--- config.mk ---
export PLATFORM = sky130hd
export DESIGN_NAME = instr_fetch_unit
export DESIGN_NICKNAME = d
export VERILOG_FILES = /design/src/rtl/instr_fetch_unit_pkg.sv /design/src/rtl/instr_fetch_unit_pc_register.sv /design/src/rtl/instr_fetch_unit.sv
export SDC_FILE = /design/constraint.sdc
export NUM_CORES = 1
export LEC_CHECK = 0
export CORE_MARGIN = 2
export CORE_UTILIZATION = 40
export CTS_BUF_LIST = sky130_fd_sc_hd__clkbuf_2
export CTS_CLUSTER_DIAMETER = 30
export DETAILED_ROUTE_END_ITERATION = 6
export PLACE_DENSITY = 0.78
export SLEW_MARGIN = 5
export SYNTH_ARGS = -nofsm -noshare
export SYNTH_HDL_FRONTEND = slang
export SYNTH_SLANG_ARGS = --single-unit
--- constraint.sdc ---
create_clock -name CLK -period 3.6 [get_ports CLK]
set_clock_uncertainty 0.05 [all_clocks]
set_input_delay 0.54 -clock CLK [delete_from_list [all_inputs] [get_ports CLK]]
set_output_delay 0.54 -clock CLK [all_outputs]
set_load 0.005 [all_outputs]
--- src/rtl/instr_fetch_unit_pkg.sv ---
// instr_fetch_unit_pkg: shared FSM states, PC constants and instruction field positions
package instr_fetch_unit_pkg;
    typedef enum logic [1:0] {IDLE, FETCH, DECODE, EXEC} state_e;
    localparam logic [15:0] PC_RESET = 16'h0000;
    localparam logic [15:0] PC_STEP  = 16'd2;
    localparam int OPC_MSB  = 15;
    localparam int OPC_LSB  = 11;
    localparam int FLAG_BIT = 10;
    localparam int IMM_MSB  = 9;
endpackage

--- src/rtl/instr_fetch_unit_pc_register.sv ---
// pc_register: program counter with next-PC mux (hold, PC+2, or branch target)
//   clk_i/rst_ni : clock, asynchronous active-low reset
//   advance_i    : retire current instruction, update PC this edge
//   load_i       : take target_i instead of PC+2 when advancing
//   target_i     : branch/jump target, bit 0 forced low
//   pc_o         : current program counter
module pc_register
    import instr_fetch_unit_pkg::*;
(
    input  logic        clk_i,
    input  logic        rst_ni,
    input  logic        advance_i,
    input  logic        load_i,
    input  logic [15:0] target_i,
    output logic [15:0] pc_o
);
    logic [15:0] pc_q, pc_d;

    // PC+2 wraps naturally in 16 bits; targets are halfword aligned
    always_comb begin
        pc_d = advance_i ? (load_i ? (target_i & 16'hFFFE) : pc_q + PC_STEP) : pc_q;
    end

    always_ff @(posedge clk_i or negedge rst_ni) begin
        if (!rst_ni) pc_q <= PC_RESET;
        else         pc_q <= pc_d;
    end

    assign pc_o = pc_q;
endmodule

--- src/rtl/instr_fetch_unit.sv ---
// instr_fetch_unit: fetch/decode/exec sequencer holding IR and driving instruction memory
//   CLK, RESET_N          : clock, asynchronous active-low reset
//   MemData, MemReady     : instruction memory response
//   PCIn, PCWrite, Stall  : branch target, branch request, retire hold from datapath
//   IMemAddr, IMemReq     : instruction memory request
//   OPCODE, flagbit, Immediate, InstrValid : decoded fields of IR and their qualifier
//   PC                    : address of the instruction held in IR
module instr_fetch_unit
    import instr_fetch_unit_pkg::*;
(
    input  logic        CLK,
    input  logic        RESET_N,
    input  logic [15:0] MemData,
    input  logic        MemReady,
    input  logic [15:0] PCIn,
    input  logic        PCWrite,
    input  logic        Stall,
    output logic [15:0] IMemAddr,
    output logic        IMemReq,
    output logic [4:0]  OPCODE,
    output logic        flagbit,
    output logic [9:0]  Immediate,
    output logic        InstrValid,
    output logic [15:0] PC
);
    state_e      state_q, state_d;
    logic [15:0] ir_q, ir_d;
    logic        pc_advance;

    // MemReady is only honoured in FETCH; PC only moves when EXEC retires
    always_comb begin
        state_d    = state_q;
        ir_d       = ir_q;
        pc_advance = 1'b0;
        case (state_q)
            IDLE:    state_d = FETCH;
            FETCH:   if (MemReady) begin
                         ir_d    = MemData;
                         state_d = DECODE;
                     end
            DECODE:  state_d = EXEC;
            EXEC:    if (!Stall) begin
                         pc_advance = 1'b1;
                         state_d    = FETCH;
                     end
            default: state_d = IDLE;
        endcase
    end

    always_ff @(posedge CLK or negedge RESET_N) begin
        if (!RESET_N) begin
            state_q <= IDLE;
            ir_q    <= 16'h0000;
        end else begin
            state_q <= state_d;
            ir_q    <= ir_d;
        end
    end

    pc_register u_pc (
        .clk_i     (CLK),
        .rst_ni    (RESET_N),
        .advance_i (pc_advance),
        .load_i    (PCWrite),
        .target_i  (PCIn),
        .pc_o      (PC)
    );

    // Decoded from registered state so reset drops them without waiting for a clock
    assign IMemReq    = (state_q == FETCH);
    assign InstrValid = (state_q == DECODE) || (state_q == EXEC);
    assign IMemAddr   = PC;
    assign OPCODE     = ir_q[OPC_MSB:OPC_LSB];
    assign flagbit    = ir_q[FLAG_BIT];
    assign Immediate  = ir_q[IMM_MSB:0];
endmodule

==> results by group <==
Clock tree
  • Hold Buf Count CTS: 0
  • Sink Count: 33
  • CTS root buf: clkbuf_2
  • Clock buffer depth: 2
  • Post-CTS Resized: 0
  • CTS clk-pin slew, worst paths: about 0.17 ns
  • TritonCTS clock tree: built
  • Clk Latency, worst-skew pair: approximately 0.36 ns
  • H-tree Lvls: 2
  • Setup bufs post-CTS: 0
  • Total CTS buffers: 5

Route
  • Antenna viol nets, final: 0
  • DRT Pass-1 Iters: 4
  • Routed len/inst: roughly 14 um
  • Routed WL: around 4.2 mm
  • Residual DRC: 0
  • Iter 0 DRT Violations: 122
  • Via-to-Cell Ratio: between 5 and 6
  • Vias after detailed routing: 1650

Synth
  • Synth Flop Type: dfrtp_1
  • Synth top area share: between 40% and 50%
  • Syn Area/Cell: 9.82 um2
  • Synth top area cells: dfrtp_1 44%, mux2_2 9.7%, buf_4 6.9%
  • Synthesized flop and latch total: 33
  • Gate Count Post-Synth: 189
  • Yosys warns: 0
  • Synthesized cell area: approximately 1900 um2
  • Post-synthesis sequential area ratio: between 40% and 50%
  • Post-synthesis cell type count: 34
  • Async S/R FF share, synth: 100%
  • Count of flip-flops with a built-in enable after synthesis: 0
  • Area leader, netlist: dfrtp_1

STA
  • Slew @ Worst Pin: a little under 0.8 ns
  • Slew headroom: 48.2%
  • Final Hold Viols: 0
  • # setup viols final: 0
  • Final period utilization: 66.1%
  • TNS Setup: 0 ns
  • Final Critical Period: around 2.4 ns
  • RSZ-0062 raised after global routing: no
  • Pins over their slew limit: 0
  • Fmax: about 420 MHz
  • Setup ws final: approximately 1.2 ns

Die
  • Die area: between 5000 and 6000 um2
  • Die X: 72.1 um
  • Die span in y: 72.1 um
  • I/O pin count: 87
  • Core area: between 4000 and 5000 um2
  • Num rows: 24
  • Initial Utilization: 42.1%

Worst setup path
  • Startpoint Class: flop
  • Crit path max-delay family: flip-flops
  • Worst-path maximum fanout: 4
  • Endpoint class of the critical path: primary output
  • Worst Setup SP: state_q[0]
  • Worst Path Arrival: ~1.8 ns
  • Crit path largest cell delay: around 0.45 ns
  • Critical R2R Launch: state_q[0]
  • Crit path cell chain: ha_1 -> or2_2 -> clkdlybuf4s50_1
  • Worst Path Buf+Inv: 1
  • Crit path kind: flop to primary output
  • Critical-path top delay cell: dfrtp_1
  • Worst path required time: approximately 3.0 ns

Run status
  • Status: completed

Global route
  • First-pass GRT wire length: ~7 mm
  • Vias in the first global route: 1536
  • Initial antenna violation count: 0
  • Total gr overflow: 0
  • Total track usage: between 10% and 20%
  • Pin count of the biggest net entering global routing: 34

Layout
  • Final #Nets: just under 300
  • Ant. Diodes: 0
  • Layout cells sized above 1: 11.2%
  • Layout area overhead: 42.3%

Placement
  • Port Buffer Count: 83
  • Dpl hpwl: between 3 and 4 mm
  • Routability cong.: 0.853
  • Pre-CTS setup slack: roughly 1.2 ns

Pwr
  • Total power: between 1500 and 2000 uW
  • Power density cells: a little over 700 nW/um2
  • Worst VDD drop: a little under 400 uV
  • Leak pwr: approximately 0.0011 uW

Run
  • MaxCap Viol Count: 0

Worst hold path
  • Worst hold path class: primary input to async pin
-- registers in the layout (all words and copies together), names as in the netlist --
register	cells
u_pc.pc_o	15
ir_q	16
state_q	2
-- synth_stat cells (4+ instances only) --
| master | instances |
|---|---|
| nor2_1 | 4 |
| o21ai_0 | 8 |
| mux2_2 | 16 |
| mux2i_1 | 9 |
| buf_4 | 17 |
| nand2_1 | 18 |
| ha_1 | 4 |
| nand3_1 | 14 |
| dfrtp_1 | 33 |
| nor3_1 | 8 |
| inv_1 | 7 |
| nor2b_1 | 6 |
| a21oi_1 | 9 |
| o22ai_1 | 5 |
-- cells in the final DEF (no fill, tap or decap), drive strengths merged, types with 4 or more instances in the layout --
master	synthesis	layout
ha	4	4
inv	7	7
nor2b	6	6
dfrtp	33	33
nand3	15	15
clkbuf	4	5
nand2	18	18
nor2	4	4
nor3	8	8
o22ai	5	5
clkdlybuf4s50	0	82
mux2i	9	9
mux2	16	16
a21oi	9	9
o21ai	8	8
-- where the power goes --
part	total, uW	leakage (uW)	internal, uW	switching (uW)
clock	166	0.0000278	42.6	123
combinational	1010	0.000652	668	338
sequential	750	0.000385	546	204
-- path summary, 6_finish.rpt --
check,endpoint,cells past startpoint,slack [ns]
min in group CLK,ir_q[12],1,0.47
hold / removal,u_pc.pc_o[7],1,0.17
max in group asynchronous,ir_q[2],1,2.83
setup reg to reg,u_pc.pc_o[6],5,1.61
setup / recovery,InstrValid,3,1.22
hold reg to reg,ir_q[12],1,0.47
-- layout make-up --
class / instances / area (um2)
Inverter: 7 / 26.3
Clock buffer: 5 / 25.0
Sequential cell: 33 / 826
Multi-Input combinational cell: 125 / 846
Clock inverter: 3 / 12.5
Timing Repair Buffer: 85 / 841
Fill cell: 386 / 1770
Tap cell: 52 / 65.1
-- routing by layer --
| metal | global-route usage [%] | wire length [um] |
|---|---|---|
| met4 | 6.71 | 43 |
| met3 | 8.06 | 429 |
| met1 | 21.3 | 1730 |
| met5 | 0 | 0 |
| met2 | 26.5 | 2050 |
-- per-stage QoR --
stage | instance area (um2) | util (%) | std cells | hold WS, ns
6_report | 2640 | 59.8 | 310 | 0.168
5_1_grt | 2640 | 59.8 | 310 | 0.187
4_1_cts | 2640 | 59.8 | 310 | 0.162
3_5_place_dp | 2600 | 59.0 | 302 | 0.443
3_3_place_gp | 2600 | 59.0 | 302 | 0.436
2_1_floorplan | 1860 | - | 190 | 0.194
-- cell families (layout without fill, tap and decap cells) --
logic type,after synthesis,after routing,synth area share [%]
muxes,25,25,14.6
buffers and inverters,32,100,10.2
other,1,2,0.202
adders and majority gates,4,4,2.70
and+or+nand+nor,67,67,19.6
AOI/OAI and AO/OA,27,27,8.29
DFF,33,33,44.5
Note: power is estimated with default switching activity, not from simulation.
